File: src/rtl/pegasus_pkg.sv
// Shared definitions for the instruction-memory side of the core.
//   IMEM_DEPTH     : number of 32-bit instruction words in IMEM
//   INSTR_W        : instruction width in bits
//   loader_state_e : state encoding of the program loader FSM
// Imported by imem_loader_if, imem_word_packer and imem_loader.
package pegasus_pkg;

  localparam int IMEM_DEPTH = 64;
  localparam int INSTR_W    = 32;

  typedef enum logic [2:0] {
    ST_IDLE    = 3'd0,
    ST_HEADER  = 3'd1,
    ST_PAYLOAD = 3'd2,
    ST_WRITE   = 3'd3,
    ST_CHECK   = 3'd4,
    ST_DONE    = 3'd5
  } loader_state_e;

endpackage

File: src/rtl/imem_loader_if.sv
// Byte-stream input and IMEM write port of the program loader.
//   byte_valid / byte_data / byte_ready : host byte stream (transfer = valid & ready)
//   imem_we / imem_waddr / imem_wdata   : one-cycle word write into IMEM
// Modports:
//   master : host / IMEM side (drives the stream, observes the writes)
//   slave  : loader side (accepts the stream, drives the writes)
interface imem_loader_if #(
  parameter int ADDR_W = 32
) ();

  logic                           byte_valid;
  logic [7:0]                     byte_data;
  logic                           byte_ready;
  logic                           imem_we;
  logic [ADDR_W-1:0]              imem_waddr;
  logic [pegasus_pkg::INSTR_W-1:0] imem_wdata;

  modport master (
    output byte_valid, byte_data,
    input  byte_ready, imem_we, imem_waddr, imem_wdata
  );

  modport slave (
    input  byte_valid, byte_data,
    output byte_ready, imem_we, imem_waddr, imem_wdata
  );

endinterface

File: src/rtl/imem_word_packer.sv
// Packs four consecutive stream bytes into one little-endian instruction word.
// Ports:
//   clk, reset_n : clock, asynchronous active-low reset
//   clear        : restart packing at byte 0 (issued when a load starts)
//   byte_en      : a payload byte is transferred this cycle
//   byte_data    : the transferred byte
//   word         : completed word; valid only while word_ready is high
//   word_ready   : high in the cycle the 4th byte of a word is transferred
// The first three bytes are held in a shift register; the completed word is
// formed combinationally from the 4th byte so the loader can capture it in
// the same cycle and move straight to its write state.
module imem_word_packer
  import pegasus_pkg::*;
(
  input  logic               clk,
  input  logic               reset_n,
  input  logic               clear,
  input  logic               byte_en,
  input  logic [7:0]         byte_data,
  output logic [INSTR_W-1:0] word,
  output logic               word_ready
);

  logic [1:0]  byte_cnt;
  logic [23:0] shift_q;

  // Newest byte enters at the top, so after three bytes byte 0 sits in [7:0].
  assign word       = {byte_data, shift_q};
  assign word_ready = byte_en && (byte_cnt == 2'd3);

  // NOTE: sequential state is updated with non-blocking assignments so every
  // register samples values from before the clock edge.
  always_ff @(posedge clk or negedge reset_n) begin
    if (!reset_n) begin
      byte_cnt <= 2'd0;
      shift_q  <= 24'd0;
    end else if (clear) begin
      byte_cnt <= 2'd0;
    end else if (byte_en) begin
      byte_cnt <= byte_cnt + 2'd1;  // wraps to 0 after the 4th byte
      shift_q  <= {byte_data, shift_q[23:8]};
    end
  end

endmodule

File: src/rtl/imem_loader.sv
// Program loader: receives a byte stream from the host link, packs it into
// 32-bit instructions and writes them to IMEM from word 0 upward, holding the
// core in reset (cpu_hold) while loading.
// Stream format: header byte N (word count, 1..DEPTH), then 4*N payload bytes,
// least significant byte of each word first.
// Optional feature (macro IMEM_LOADER_CHECKSUM_EN): one trailing byte after the
// last word must equal the XOR of the header and all payload bytes.
// Ports:
//   clk, reset_n : clock, asynchronous active-low reset
//   start        : one-cycle pulse; starts a load from IDLE or DONE
//   bus          : imem_loader_if.slave (byte stream in, IMEM write port out)
//   cpu_hold     : high while a load is in progress
//   busy         : FSM is neither IDLE nor DONE
//   done         : sticky, load completed correctly; cleared by start
//   error        : sticky, bad header or checksum; cleared by start
module imem_loader
  import pegasus_pkg::*;
#(
  parameter int DEPTH  = IMEM_DEPTH,
  parameter int ADDR_W = 32
) (
  input  logic         clk,
  input  logic         reset_n,
  input  logic         start,
  imem_loader_if.slave bus,
  output logic         cpu_hold,
  output logic         busy,
  output logic         done,
  output logic         error
);

  // Word counter must be able to hold DEPTH itself (the final count).
  localparam int         CNT_W     = $clog2(DEPTH) + 1;
  localparam logic [8:0] DEPTH_LIM = 9'(DEPTH);

  loader_state_e      state;
  logic [CNT_W-1:0]   n_words;
  logic [CNT_W-1:0]   word_idx;
  logic               we_q;
  logic [ADDR_W-1:0]  waddr_q;
  logic [INSTR_W-1:0] wdata_q;
`ifdef IMEM_LOADER_CHECKSUM_EN
  logic [7:0]         csum;
`endif

  logic               byte_ready_c;
  logic               xfer;
  logic               start_ok;
  logic [INSTR_W-1:0] packed_word;
  logic               word_ready;

  // byte_ready depends on the state register only, never on byte_valid.
  // NOTE: every signal written in always_comb gets a default first, so no
  // path leaves it unassigned and no latch is inferred.
  always_comb begin
    byte_ready_c = 1'b0;
    busy         = 1'b1;
    case (state)
      ST_HEADER, ST_PAYLOAD: byte_ready_c = 1'b1;
`ifdef IMEM_LOADER_CHECKSUM_EN
      ST_CHECK:              byte_ready_c = 1'b1;
`endif
      ST_IDLE, ST_DONE:      busy = 1'b0;
      default:               ;
    endcase
  end

  assign xfer     = bus.byte_valid && byte_ready_c;
  assign start_ok = start && ((state == ST_IDLE) || (state == ST_DONE));

  assign bus.byte_ready = byte_ready_c;
  assign bus.imem_we    = we_q;
  assign bus.imem_waddr = waddr_q;
  assign bus.imem_wdata = wdata_q;

  imem_word_packer u_packer (
    .clk        (clk),
    .reset_n    (reset_n),
    .clear      (start_ok),
    .byte_en    (xfer && (state == ST_PAYLOAD)),
    .byte_data  (bus.byte_data),
    .word       (packed_word),
    .word_ready (word_ready)
  );

  always_ff @(posedge clk or negedge reset_n) begin
    if (!reset_n) begin
      state    <= ST_IDLE;
      n_words  <= '0;
      word_idx <= '0;
      we_q     <= 1'b0;
      waddr_q  <= '0;
      wdata_q  <= '0;
      cpu_hold <= 1'b0;
      done     <= 1'b0;
      error    <= 1'b0;
`ifdef IMEM_LOADER_CHECKSUM_EN
      csum     <= 8'd0;
`endif
    end else begin
      // Write strobe is only ever set for the single WRITE cycle.
      we_q <= 1'b0;
      case (state)
        ST_IDLE, ST_DONE: begin
          if (start) begin
            state    <= ST_HEADER;
            done     <= 1'b0;
            error    <= 1'b0;
            cpu_hold <= 1'b1;
            word_idx <= '0;
          end
        end

        ST_HEADER: begin
          if (xfer) begin
`ifdef IMEM_LOADER_CHECKSUM_EN
            csum <= bus.byte_data;
`endif
            if ((bus.byte_data == 8'd0) || ({1'b0, bus.byte_data} > DEPTH_LIM)) begin
              error    <= 1'b1;
              cpu_hold <= 1'b0;
              state    <= ST_DONE;
            end else begin
              n_words <= CNT_W'(bus.byte_data);
              state   <= ST_PAYLOAD;
            end
          end
        end

        ST_PAYLOAD: begin
          if (xfer) begin
`ifdef IMEM_LOADER_CHECKSUM_EN
            csum <= csum ^ bus.byte_data;
`endif
            if (word_ready) begin
              state   <= ST_WRITE;
              we_q    <= 1'b1;
              waddr_q <= {{(ADDR_W-CNT_W){1'b0}}, word_idx};
              wdata_q <= packed_word;
            end
          end
        end

        ST_WRITE: begin
          word_idx <= word_idx + CNT_W'(1);
          if ((word_idx + CNT_W'(1)) == n_words) begin
`ifdef IMEM_LOADER_CHECKSUM_EN
            state <= ST_CHECK;
`else
            state    <= ST_DONE;
            done     <= 1'b1;
            cpu_hold <= 1'b0;
`endif
          end else begin
            state <= ST_PAYLOAD;
          end
        end

`ifdef IMEM_LOADER_CHECKSUM_EN
        ST_CHECK: begin
          if (xfer) begin
            if (bus.byte_data == csum) done  <= 1'b1;
            else                       error <= 1'b1;
            cpu_hold <= 1'b0;
            state    <= ST_DONE;
          end
        end
`endif

        default: begin
          state    <= ST_IDLE;
          cpu_hold <= 1'b0;
        end
      endcase
    end
  end

endmodule

File: src/flat_wrapper.sv
// flat-port wrapper written by rule: the top's interface ports become plain ports
module imem_loader_flat import pegasus_pkg::*;
#(
  parameter int DEPTH  = IMEM_DEPTH,
  parameter int ADDR_W = 32
)
  (clk, reset_n, start, cpu_hold, busy, done, error, bus_byte_valid, bus_byte_data, bus_byte_ready, bus_imem_we, bus_imem_waddr, bus_imem_wdata);
  imem_loader_if #(.ADDR_W(ADDR_W)) bus_i ();
  input  logic clk;
  input  logic reset_n;
  input  logic start;
  output logic cpu_hold;
  output logic busy;
  output logic done;
  output logic error;
  input wire logic [$bits(bus_i.byte_valid)-1:0] bus_byte_valid;
  input wire logic [$bits(bus_i.byte_data)-1:0] bus_byte_data;
  output wire logic [$bits(bus_i.byte_ready)-1:0] bus_byte_ready;
  output wire logic [$bits(bus_i.imem_we)-1:0] bus_imem_we;
  output wire logic [$bits(bus_i.imem_waddr)-1:0] bus_imem_waddr;
  output wire logic [$bits(bus_i.imem_wdata)-1:0] bus_imem_wdata;
  assign bus_i.byte_valid = bus_byte_valid;
  assign bus_i.byte_data = bus_byte_data;
  assign bus_byte_ready = bus_i.byte_ready;
  assign bus_imem_we = bus_i.imem_we;
  assign bus_imem_waddr = bus_i.imem_waddr;
  assign bus_imem_wdata = bus_i.imem_wdata;
  imem_loader #(.DEPTH(DEPTH), .ADDR_W(ADDR_W)) u_core (.clk(clk), .reset_n(reset_n), .start(start), .bus(bus_i), .cpu_hold(cpu_hold), .busy(busy), .done(done), .error(error));
endmodule
File: config.mk
export PLATFORM = sky130hd
export DESIGN_NAME = imem_loader_flat
export DESIGN_NICKNAME = d
export VERILOG_FILES = /design/src/rtl/pegasus_pkg.sv /design/src/rtl/imem_loader_if.sv /design/src/rtl/imem_word_packer.sv /design/src/rtl/imem_loader.sv /design/src/flat_wrapper.sv
export SDC_FILE = /design/constraint.sdc
export NUM_CORES = 1
export LEC_CHECK = 0
export ABC_AREA = 1
export BUFFER_PORTS_ARGS = -buffer_cell sky130_fd_sc_hd__clkbuf_2
export CAP_MARGIN = 15
export CORE_MARGIN = 2
export CORE_UTILIZATION = 50
export CTS_BUF_LIST = sky130_fd_sc_hd__clkbuf_4 sky130_fd_sc_hd__clkbuf_8
export DETAILED_ROUTE_END_ITERATION = 16
export MAX_ROUTING_LAYER = met4
export PLACE_DENSITY = 0.79
export SLEW_MARGIN = 20
export SYNTH_ARGS = -nofsm -noshare
export SYNTH_HDL_FRONTEND = slang
export SYNTH_SLANG_ARGS = --single-unit
File: constraint.sdc
create_clock -name clk -period 2.35 [get_ports clk]
set_input_delay 0.1175 -clock clk [delete_from_list [all_inputs] [get_ports clk]]
set_output_delay 0.1175 -clock clk [all_outputs]
set_load 0.005 [all_outputs]
* Word-level counts from Yosys, hierarchy flattened
Cells that the tools add are included.
** Word-level totals
- Flip-flop bits (word level) :: 86
- Input bits :: 12
- Logic and storage cells :: 77
- Output and inout port bits :: 70
** Operators by class
- Multiplexer cells :: 27
- $lt $le $gt $ge :: 1
- Equality and inequality tests :: 12
- Reductions and logical operators :: 21
- Bitwise gates (word level) :: 3
- $add $sub $neg :: 2
** Operators with widths (count)
- 2-to-1 mux 3 bit :: 6
- one-hot mux 7 bit (2 select lines) :: 1
- 2-to-1 mux 1 bit :: 13
- one-hot mux 3 bit (4 select lines) :: 1
- AND reduction 3 bit :: 3
- > comparator 8 x 7 -> 1 bit (second input constant) :: 1
- zero test 8 bit :: 1
- inequality test 2 x 1 -> 1 bit (second input constant) :: 4
- AND reduction 4 bit :: 2
- adder 7 x 1 -> 7 bit (second input constant) :: 1
- equality test 7 bit :: 1
- 2-to-1 mux 7 bit :: 1
- equality test 3 x 2 -> 1 bit (second input constant) :: 2
- nonzero test 2 bit :: 3
- AND reduction 5 bit :: 1
- logical AND 1 bit :: 4
- 2-to-1 mux 2 bit :: 2
- inequality test 2 bit (second input constant) :: 2
- one-hot mux 1 bit (2 select lines) :: 2
- one-hot mux 1 bit (4 select lines) :: 1
- AND reduction 2 bit :: 2
- OR reduction 2 bit :: 2
- equality test 3 x 1 -> 1 bit (second input constant) :: 1
- equality test 3 bit (second input constant) :: 1
- 5 further kinds :: 8

* Depth between registers and ports, before layout
Gate-level depths: netlist (run 1).
- Depth after elaboration :: 9
- Gate-level depth with buffers :: 14
- Gate-level depth less buffers :: 14

* Hierarchy
From an unflattened synthesis (run 1), not the netlist that was laid out.
** Second synthesis, totals
- Cell total of the unflattened synthesis :: 482
- Area total of the unflattened synthesis :: 4006.3 um^2
** Modules (own cells, without submodules)
- imem_loader :: seq. area each 1501.4 um^2, area an instance 2877.8 um^2, cells each 356, instances 1
- imem_word_packer :: seq. area each 650.6 um^2, area an instance 1128.6 um^2, cells each 126, instances 1

* Worst setup path before layout (run 1)
OpenSTA, ideal clock, no wires.
- Path type :: register to register
- From :: reg u_core.word_idx[0]
- To :: reg u_core.cpu_hold
- Slack :: 0.768 ns
- Arrival :: 1.463 ns
- Buffers on the path :: 0
- Cell stages (with the launch flop) :: 15
- Library setup time :: 0.118 ns
- Period minus slack after synthesis :: 1.582 ns
- Data required time :: 2.232 ns
- Cell sequence :: dfrtp_1 ha_1 inv_1 nand2_1 nand2_1 nand2_1 nand2_1 nor2_1 nand2_1 nor2_2 nand2_1 nand2_2 nand3_1 nand2_1 nand2_1
** Between the ends
- Cells in the longest elaborated chain, start to end :: 4
** RTL lines
- start: declaration :: RTL line imem_loader.sv:38 : logic [CNT_W-1:0] word_idx;
- start signal: assignment :: RTL line imem_loader.sv:145 : word_idx <= word_idx + CNT_W'(1);
- adder 7 x 1 -> 7 bit :: RTL line imem_loader.sv:146 : if ((word_idx + CNT_W'(1)) == n_words) begin
- equality test 7 bit :: RTL line imem_loader.sv:146
- inequality test 2 x 1 -> 1 bit (no source line)
- AND reduction 5 bit (no source line)
- end signal: assignment :: RTL line imem_loader.sv:121 : cpu_hold <= 1'b0;
- end signal: assignment :: RTL line imem_loader.sv:152 : cpu_hold <= 1'b0;
- end signal: assignment :: RTL line imem_loader.sv:172 : cpu_hold <= 1'b0;
- end: declaration :: RTL line imem_loader.sv:26 : output logic cpu_hold,
No other way between the ends.
A chain may end at the register's enable or synchronous reset.

* Final worst setup path (run 1)
- From :: reg u_core.state[1]
- To :: reg u_core.u_packer.byte_cnt[0]
** Between the ends
- Cells in the longest elaborated chain, start to end :: 6
- Elaborated cells on any way between the ends :: 12
- Classes of those cells :: eq/ne: 3; mux: 2; reduce/logical: 7
** RTL lines
- start: declaration :: RTL line imem_loader.sv:36 : loader_state_e state;
- start signal: assignment :: RTL line imem_loader.sv:88 : state <= ST_IDLE;
- start signal: assignment :: RTL line imem_loader.sv:106 : state <= ST_HEADER;
- start signal: assignment :: RTL line imem_loader.sv:122 : state <= ST_DONE;
- equality test 3 x 1 -> 1 bit or equality test 3 x 2 -> 1 bit (tied branches) :: RTL line imem_loader.sv:58, imem_loader.sv:80
- OR reduction 2 bit :: RTL line imem_loader.sv:58 : case (state)
- 2-to-1 mux 1 bit :: RTL line imem_loader.sv:58
- logical AND 1 bit :: RTL line imem_loader.sv:68 : assign xfer = bus.byte_valid && byte_ready_c;
- logical AND 1 bit :: RTL line imem_loader.sv:80 : .byte_en (xfer && (state == ST_PAYLOAD)),
- nonzero test 2 bit (no source line)
- end signal: assignment :: RTL line imem_word_packer.sv:40 : byte_cnt <= byte_cnt + 2'd1;
- end: declaration :: RTL line imem_word_packer.sv:24 : logic [1:0] byte_cnt;
Parallel ways exist; a longest one is shown, timed or not.

==> flow_summary_export.csv, run 1 <==
group,metric,value,unit
sta,slew-limit-headroom,0.566,
clock_network,cts.path.max_buffers,2,
power_and_ir_drop,power.leakage,2.35,nW
sta,fin_tns_setup,0,ps
global_routing,overflow,0,
floorplanning,core_area,7690,µm²
sta,fin_crit_sh,0.783,
synthesis,yosys.cell_count.top_type,"nand2_1",
routing,wl_met2,3.70,mm
synthesis,ys_seq_elements,86,
global_routing,grt_use_total,0.200,
setup_path,max_stage_delay,410,ps
floorplanning,start_util,0.512,
sta,layout_min_cycle_time,1840,ps
setup_path,cpLargestDelayFamily,"buffers and inverters",
floorplanning,die_h,92.7,µm
sta,finClkSkew,13.8,ps
global_routing,grt_pass1_wl,13.1,mm
routing,viasPerCell,4.86,
synthesis,synth_warnings,0,
clock_network,cts_root_buf,"clkbuf_8",
floorplanning,design.portCount,82,
routing,route.layer.met1.wl,3.56,mm
global_routing,grt_antenna_before_repair,0,
synthesis,synth_flop_cell,"dfrtp_1",
synthesis,synth_commonest_cells,"nand2_1, dfrtp_1, o21ai_0, inv_1, buf_4",
final_layout,antennaDiodeCount,0,
setup_path,rr_worst_depth,8,
synthesis,synthCells,445,
floorplanning,row_count,32,
sta,tightest_slew,650,ps
synthesis,netlist_area,3940,µm²
synthesis,ys_seq_area_frac,0.547,
clock_network,cts_hold_buf,1,
setup_path,path_max_fanout,36,
setup_path,crit_path_end,"u_core.u_packer.byte_cnt[0]",
routing,vias,2952,
routing,drt_wl_total,7.78,mm
clock_network,worstSkewPairLatency,350,ps
setup_path,r2r_slack,510,ps
setup_path,cp_data_required_time,2570,ps
setup_path,start_kind,"register",
final_layout,drive_above_1_share,0.218,
outcome,status,"complete, no violations",
clock_network,cts.sinks,86,
final_layout,n_fill_cell,715,
clock_network,cts_tree,"built",
final_layout,multi_input_comb_area,1390,µm²
synthesis,synth.largest_area_cell,"dfrtp_1",
flow_run,maxCapViolations,0,
power_and_ir_drop,irDropWorstVdd,0.422,mV
sta,setup_violations,0,
setup_path,regToRegStartpoint,"u_core.state[1]",
routing,met3_length,406,µm
clock_network,cts-buffers-inserted,9,
final_layout,nNetsFinal,516,
placed_design,gp_congestion,0.828,
routing,drcViolationCount,0,
sta,rsz0062_at_grt,"false",
synthesis,synth_cell_types,23,
global_routing,grt_max_degree,62,
power_and_ir_drop,power_density,935,nW/µm²
final_layout,synthToLayoutAreaGrowth,11.1,%
routing,ant_nets,0,
setup_path,crit_start,"u_core.state[1]",
sta,hold_viol,0,
setup_path,crit_buf_inv,3,
setup_path,crit_type,"register to register",
synthesis,synth_edf_count,0,
worst_hold_path,worstHoldPathType,"primary input to register",
clock_network,cts.clk_slew.worst_paths,80,ps
clock_network,postCtsResizedCells,0,
floorplanning,die-area,8600,µm²
synthesis,synthArstFlopShare,1.00,
setup_path,end_kind,"register",
clock_network,htreeDepth,3,
synthesis,synth_top_cell_area_share,0.547,
synthesis,synth_top_cells_by_area,"dfrtp_1, nand2_1, o21ai_0",
sta,fmax,544,MHz
sta,slew_violations,0,
routing,wl_per_cell,12.8,µm
clock_network,postCtsSetupBuffers,0,
setup_path,slowest_stage,"dfrtp_1",
sta,holdWs,28.9,ps
synthesis,syn_area_per_cell,8.85,µm²
setup_path,crit_arrival,2050,ps
routing,firstDrtPassIters,4,
final_layout,regArea,2150,µm²
global_routing,grt_pass1_vias,2723,
routing,topRoutingLayerUsed,"met4",
placed_design,io_buffers,56,
placed_design,hpwl,5.53,mm
setup_path,r2r-end,"u_core.u_packer.byte_cnt[0]",
setup_path,crit_path_cell_trace,"inv_2 -> nor2_2 -> nand2_2 -> nor2_8 -> buf_4 -> inv_1 -> nand3_1 -> o21ai_0",
routing,drtIter0Drc,111,
setup_path,crit_cells,8,
floorplanning,die-width,92.7,µm
stage by stage:
stage | cell area (µm²) | setup WS [ps] | std cells | power [W] | utilization
after floorplan | 4030 | 768 | 469 | 0.00277 | -
after global placement | 4170 | 624 | 592 | 0.00303 | 0.543
after detailed placement | 4170 | 571 | 592 | 0.00308 | 0.543
after CTS | 4370 | 523 | 607 | 0.00412 | 0.569
after global routing | 4370 | 261 | 607 | 0.00439 | 0.569
final | 4370 | 511 | 607 | 0.00409 | 0.569
worst min-delay path by stage:
stage                                start                        end  slack (ps)  cells past startpoint
after floorplan                    reset_n   u_core.bus.imem_waddr[0]        -180                      0
after detailed placement           reset_n   u_core.bus.imem_wdata[7]         150                      1
after global placement             reset_n   u_core.bus.imem_wdata[7]         140                      1
after CTS                 bus_byte_data[0]  u_core.bus.imem_wdata[24]          30                      3
final                     bus_byte_data[0]  u_core.bus.imem_wdata[24]          30                      3
after global routing      bus_byte_data[3]  u_core.bus.imem_wdata[27]          40                      3
where the power goes:
part,total [W],switching [W],internal [W]
Sequential,0.00201,0.000192,0.00182
Combinational,0.00105,0.000706,0.000343
Clock,0.00102,0.000500,0.000523
Total,0.00409,0.00140,0.00269
cells by family after synthesis:
| kind of cell | count (synthesis) | synth area share |
|---|---|---|
| other | 1 | 0.000952 |
| flip-flops | 86 | 0.547 |
| adder cells (fa/ha/maj) | 2 | 0.00635 |
| AO/OA/AOI/OAI | 71 | 0.107 |
| AND/OR/NAND/NOR | 198 | 0.216 |
| buffers and inverters | 87 | 0.124 |
worst min-delay path, stage by stage:
cell      delay [ps]
clkbuf_2         120
nand2_1           70
nand2_1           40
cell type report:
cell class,count,share of cell area
inverters,48,0.0412
clock buffers,11,0.0332
multi-input cells,296,0.318
well taps,102,0.0292
clock inverters,3,0.0100
flip-flops and latches,86,0.492
repair buffers,61,0.0767
cells in the final DEF, fill, tap and decap left out, drive strengths merged, types with 2 or more instances in the layout:
cell | synthesis | routed
buf | 37 | 5
clkbuf | 2 | 66
conb | 1 | 25
dfrtp | 86 | 86
ha | 2 | 2
inv | 48 | 49
nand2 | 154 | 154
nand3 | 24 | 24
nand4 | 3 | 3
nor2 | 17 | 17
o21ai | 66 | 66
o22ai | 4 | 4
routing by layer:
metal  track usage  up-vias
met4        0.0674        0
li1              -     1455
met3        0.0415       12
met1         0.274     1387
met2         0.300       98
met5             -        -
state kept, by name, summed over array words and instances, names as in the netlist:
name / cells
u_core.bus.imem_waddr: 7
u_core.bus.imem_wdata: 32
u_core.bus.imem_we: 1
u_core.cpu_hold: 1
u_core.done: 1
u_core.error: 1
u_core.n_words: 7
u_core.state: 3
u_core.u_packer.byte_cnt: 2
u_core.u_packer.shift_q: 24
u_core.word_idx: 7
(Power assumes the default switching activity.)
==> run 2: changes to the inputs <==
==> constraint.sdc (replaced) <==
create_clock -name clk -period 1.7 [get_ports clk]
set_input_delay 0.085 -clock clk [delete_from_list [all_inputs] [get_ports clk]]
set_output_delay 0.085 -clock clk [all_outputs]
set_load 0.005 [all_outputs]
==> run 2 against run 1 <==
Global-route usage rose by 0.079 points. Register-to-register slack got worse by 380 ps. Clock skew fell by 4.0 ps. Sequential share of layout area fell by 1.5 points. First-iteration DRC count rose by 41%. Total power rose by 38%. Critical path depth rose by 4. Clock power rose by 30%. Highest routed layer unchanged.
==> flow_summary_export.csv, run 2 (same netlist as run 1, synthesis figures left out) <==
group,metric,value,unit
final_layout,multi_input_comb_area,1440,µm²
setup_path,cp_common_cell,"nand2_1",
final_layout,nNetsFinal,524,
sta,setup_ws,127,ps
sta,fmax,636,MHz
floorplanning,die-width,92.7,µm
floorplanning,design.portCount,82,
final_layout,regArea,2150,µm²
routing,wl_per_cell,12.8,µm
sta,setup_violations,0,
clock_network,cts-buffers-inserted,9,
floorplanning,die_h,92.7,µm
floorplanning,core_area,7690,µm²
routing,viasPerCell,4.91,
power_and_ir_drop,power.total,0.00564,W
clock_network,cts_tree,"built",
worst_hold_path,min_from,"bus_byte_data[6]",
final_layout,antennaDiodeCount,0,
final_layout,utilization,0.587,
routing,drt_wl_total,7.87,mm
setup_path,cp_data_required_time,1940,ps
sta,slew_violations,0,
placed_design,dpl_worst_slack,58.1,ps
setup_path,slowest_stage,"dfrtp_1",
sta,tightest_slew,544,ps
final_layout,most-common-layout-cells,"nand2_1, dfrtp_1, clkbuf_2, o21ai_0, inv_1",
placed_design,io_buffers,56,
setup_path,r2r-end,"u_core.state[1]",
setup_path,crit_type,"register to register",
global_routing,grt_use_total,0.201,
setup_path,crit_start,"u_core.word_idx[1]",
power_and_ir_drop,irDropWorstVdd,0.750,mV
power_and_ir_drop,power.leakage,2.39,nW
routing,ant_nets,0,
sta,fin_tns_setup,0,ps
final_layout,n_fill_cell,711,
global_routing,grt_antenna_before_repair,0,
clock_network,cts.path.max_buffers,2,
global_routing,grt_max_degree,49,
worst_hold_path,min_to,"u_core.bus.imem_wdata[30]",
placed_design,gp_congestion,0.841,
sta,fin_crit_sh,0.925,
power_and_ir_drop,power_density,1250,nW/µm²
clock_network,cts.clk_slew.worst_paths,90,ps
setup_path,r2r_slack,130,ps
floorplanning,row_count,32,
final_layout,synthToLayoutAreaGrowth,14.5,%
final_layout,final_common_cell,"nand2_1",
sta,hold_viol,0,
outcome,status,"complete, no violations",
worst_hold_path,worstHoldPathType,"primary input to register",
placed_design,dp.cells,596,
sta,layout_min_cycle_time,1570,ps
sta,finClkSkew,9.80,ps
sta,rsz0062_at_grt,"true",
setup_path,start_kind,"register",
clock_network,htreeDepth,3,
sta,slew-limit-headroom,0.638,
routing,firstDrtPassIters,4,
global_routing,grt_pass1_vias,2877,
clock_network,cts.sinks,86,
setup_path,end_kind,"register",
worst_hold_path,holdPathStages,3,
setup_path,regToRegStartpoint,"u_core.word_idx[1]",
routing,drtIter0Drc,157,
setup_path,crit_path_cell_trace,"ha_4 -> inv_1 -> nand2_1 -> nand4_1 -> nor2_1 -> nand2_1 -> nor2_2 -> nand2_1 -> nand2_2 -> nand3_1 -> nand2_1 -> nand2_1",
clock_network,worstSkewPairLatency,350,ps
routing,vias,3028,
clock_network,cts_root_buf,"clkbuf_8",
setup_path,crit_arrival,1810,ps
setup_path,path_max_fanout,3,
final_layout,largest_reg_flops,32,
flow_run,maxCapViolations,0,
final_layout,instances_no_fill,617,
floorplanning,start_util,0.512,
final_layout,drive_above_1_share,0.254,
placed_design,hpwl,5.68,mm
global_routing,grt_pass1_wl,13.3,mm
routing,drcViolationCount,0,
global_routing,overflow,0,
setup_path,max_stage_delay,420,ps
floorplanning,die-area,8600,µm²
setup_path,rr_worst_depth,12,
[run 2: critical path: cells and delay by family (launching register included)]
family | cells | cell delay (ps)
fa+ha+maj | 1 | 280
flops | 1 | 420
buf+inv | 1 | 40
simple gates | 10 | 740
[run 2: worst max-delay path by stage]
| stage | endpoint | cells after the start | slack [ps] |
|---|---|---|---|
| 2_1_floorplan | u_core.cpu_hold | 14 | 120 |
| 3_3_place_gp | u_core.cpu_hold | 13 | 110 |
| 3_5_place_dp | u_core.cpu_hold | 13 | 60 |
| 4_1_cts | u_core.cpu_hold | 13 | 50 |
| 5_1_grt | u_core.state[1] | 12 | -40 |
| 6_report | u_core.state[1] | 12 | 130 |
[run 2: layout make-up]
class                   count  share of cell area
well taps                 102              0.0283
multi-input cells         296               0.319
clock buffers              11              0.0322
flip-flops and latches     86               0.478
inverters                  48              0.0402
clock inverters             5             0.00916
repair buffers             69              0.0941
[run 2: power breakdown]
group	total, W	switching, W	internal [W]
Clock	0.00133	0.000734	0.000600
Combinational	0.00152	0.000975	0.000543
Sequential	0.00278	0.000264	0.00252
[run 2: per-layer routing]
metal | GRT usage | part of all wire | vias up
li1 | - | - | 1469
met1 | 0.264 | 0.45 | 1473
met2 | 0.321 | 0.49 | 73
met3 | 0.0301 | 0.040 | 13
met4 | 0.0735 | 0.019 | 0
met5 | - | 0 | -
[run 2: per-stage QoR]
step / hold slack (ps) / instance area (µm²)
finish: 20.7 / 4510
global route: 25.7 / 4510
CTS: 13.0 / 4410
detailed placement: 111 / 4220
global placement: 99.5 / 4220
floorplan: -211 / 4030
[run 2: what timing repair did]
item	in CTS	in global routing
hold endpoints to repair	41	0
buffers inserted	0	4
hold buffers	1	0
endpoints found under the setup margin	0	10
gates resized for setup	0	16
==> run 3: changes to the inputs <==
--- a/config.mk
+++ b/config.mk
@@ -13,7 +13,7 @@
 export CTS_BUF_LIST = sky130_fd_sc_hd__clkbuf_4 sky130_fd_sc_hd__clkbuf_8
 export DETAILED_ROUTE_END_ITERATION = 16
 export MAX_ROUTING_LAYER = met4
-export PLACE_DENSITY = 0.79
+export PLACE_DENSITY = 0.78
 export SLEW_MARGIN = 20
 export SYNTH_ARGS = -nofsm -noshare
 export SYNTH_HDL_FRONTEND = slang
==> run 3 against run 2 <==
Worst hold slack got worse by 7.8 ps. First-iteration DRC count grew 16%. Final cell count is 0.16% higher. Largest power group unchanged.
==> flow_summary_export.csv, run 3 (same netlist as run 1, synthesis figures left out) <==
group,metric,value,unit
floorplanning,die_h,92.7,µm
final_layout,antennaDiodeCount,0,
floorplanning,row_count,32,
sta,holdWs,12.9,ps
placed_design,gp_congestion,0.872,
sta,setup_ws,74.0,ps
worst_hold_path,worstHoldPathType,"primary input to register",
routing,drt_wl_total,8.27,mm
sta,fmax,615,MHz
global_routing,grt_max_degree,58,
final_layout,largest_reg_flops,32,
sta,layout_min_cycle_time,1630,ps
clock_network,cts_root_buf,"clkbuf_8",
worst_hold_path,min_to,"u_core.n_words[2]",
placed_design,dpl_worst_slack,52.5,ps
floorplanning,core_area,7690,µm²
routing,route.layer.met1.wl,3.88,mm
clock_network,worstSkewPairLatency,360,ps
floorplanning,design.portCount,82,
setup_path,end_kind,"register",
sta,hold_viol,0,
final_layout,most-common-layout-cells,"nand2_1, dfrtp_1, clkbuf_2, o21ai_0, inv_1",
setup_path,crit_start,"u_core.word_idx[3]",
routing,viasPerCell,4.93,
setup_path,r2r-end,"u_core.state[2]",
sta,setup_violations,0,
sta,fin_crit_sh,0.956,
clock_network,cts.clk_slew.worst_paths,90,ps
floorplanning,start_util,0.512,
clock_network,cts_tree,"built",
clock_network,cts-buffers-inserted,9,
setup_path,regToRegStartpoint,"u_core.word_idx[3]",
global_routing,grt_pass1_vias,2935,
setup_path,cp_data_required_time,1970,ps
setup_path,crit_type,"register to register",
flow_run,maxCapViolations,0,
setup_path,r2r_slack,70,ps
global_routing,overflow,0,
global_routing,grt_pass1_wl,13.9,mm
global_routing,grt_use_total,0.216,
worst_hold_path,holdPathStages,3,
routing,wl_per_cell,13.4,µm
placed_design,hpwl,5.66,mm
routing,firstDrtPassIters,4,
setup_path,path_max_fanout,6,
final_layout,utilization,0.593,
setup_path,rr_worst_depth,10,
power_and_ir_drop,power_density,1260,nW/µm²
floorplanning,die-area,8600,µm²
clock_network,cts.sinks,86,
placed_design,io_buffers,56,
power_and_ir_drop,irDropWorstVdd,0.524,mV
final_layout,nNetsFinal,525,
power_and_ir_drop,power.leakage,2.40,nW
routing,met3_length,289,µm
routing,drtIter0Drc,182,
final_layout,drive_above_1_share,0.260,
sta,finClkSkew,7.69,ps
routing,topRoutingLayerUsed,"met4",
clock_network,cts.path.max_buffers,2,
global_routing,grt_antenna_before_repair,0,
sta,slew_violations,0,
floorplanning,die-width,92.7,µm
routing,drcViolationCount,0,
routing,ant_nets,0,
setup_path,crit_arrival,1900,ps
setup_path,start_kind,"register",
routing,wl_met2,3.93,mm
outcome,status,"complete, no violations",
worst_hold_path,min_from,"bus_byte_data[2]",
sta,rsz0062_at_grt,"true",
routing,vias,3048,
final_layout,final_common_cell,"nand2_1",
clock_network,htreeDepth,3,
final_layout,synthToLayoutAreaGrowth,15.7,%
[run 3: worst max-delay path by stage]
| stage | to | slack (ps) |
|---|---|---|
| after global placement | u_core.cpu_hold | 80 |
| after CTS | u_core.cpu_hold | 20 |
| after detailed placement | u_core.state[2] | 50 |
| after global routing | u_core.cpu_hold | -50 |
| after floorplan | u_core.cpu_hold | 120 |
| final | u_core.state[2] | 70 |
[run 3: power breakdown]
| part | total (W) | switching, W | leakage (nW) | internal (W) |
|---|---|---|---|---|
| clock network | 0.00139 | 0.000765 | 0.0926 | 0.000624 |
| registers | 0.00278 | 0.000263 | 1.13 | 0.00252 |
| logic | 0.00158 | 0.00104 | 1.18 | 0.000543 |
[run 3: what timing repair did]
item / 4_1_cts / 5_1_grt
endpoints found under the setup margin: 0 / 12
endpoints found under the hold margin: 31 / 0
hold buffers: 3 / 0
buffers inserted: 0 / 2
resized for setup: 0 / 25
[run 3: layout make-up]
class,count,area (µm²)
Fill cell,688,3130
Sequential cell,86,2150
Multi-Input combinational cell,296,1450
Timing Repair Buffer,69,442
Inverter,48,186
Clock buffer,11,151
Tap cell,102,128
Clock inverter,5,41.3
Timing Repair inverter,1,7.51
[run 3: metal layers]
metal | global-route usage | vias to the layer above
met3 | 0.0464 | 16
met5 | - | -
met2 | 0.334 | 76
met1 | 0.277 | 1466
li1 | - | 1490
met4 | 0.0931 | 0
[run 3: worst max-delay path, cell delays in order, from the launching register on]
cell and delay, ps:
dfrtp_1 490, nand2_2 110, nor2_4 130, nand3_1 100, nand3_1 100, nand2_1 70, nor2_2 170, nand3_1 130
nand2_1 80, nand2_1 60, o21ai_0 90
[run 3: through the flow]
step / instances / area [µm²] / total power [W] / setup TNS [ps]
final: 618 / 4560 / 0.00575 / 0
after global routing: 618 / 4560 / 0.00616 / -164
after CTS: 615 / 4450 / 0.00570 / 0
after detailed placement: 596 / 4230 / 0.00428 / 0
after global placement: 596 / 4230 / 0.00421 / 0
after floorplan: 469 / 4030 / 0.00382 / 0
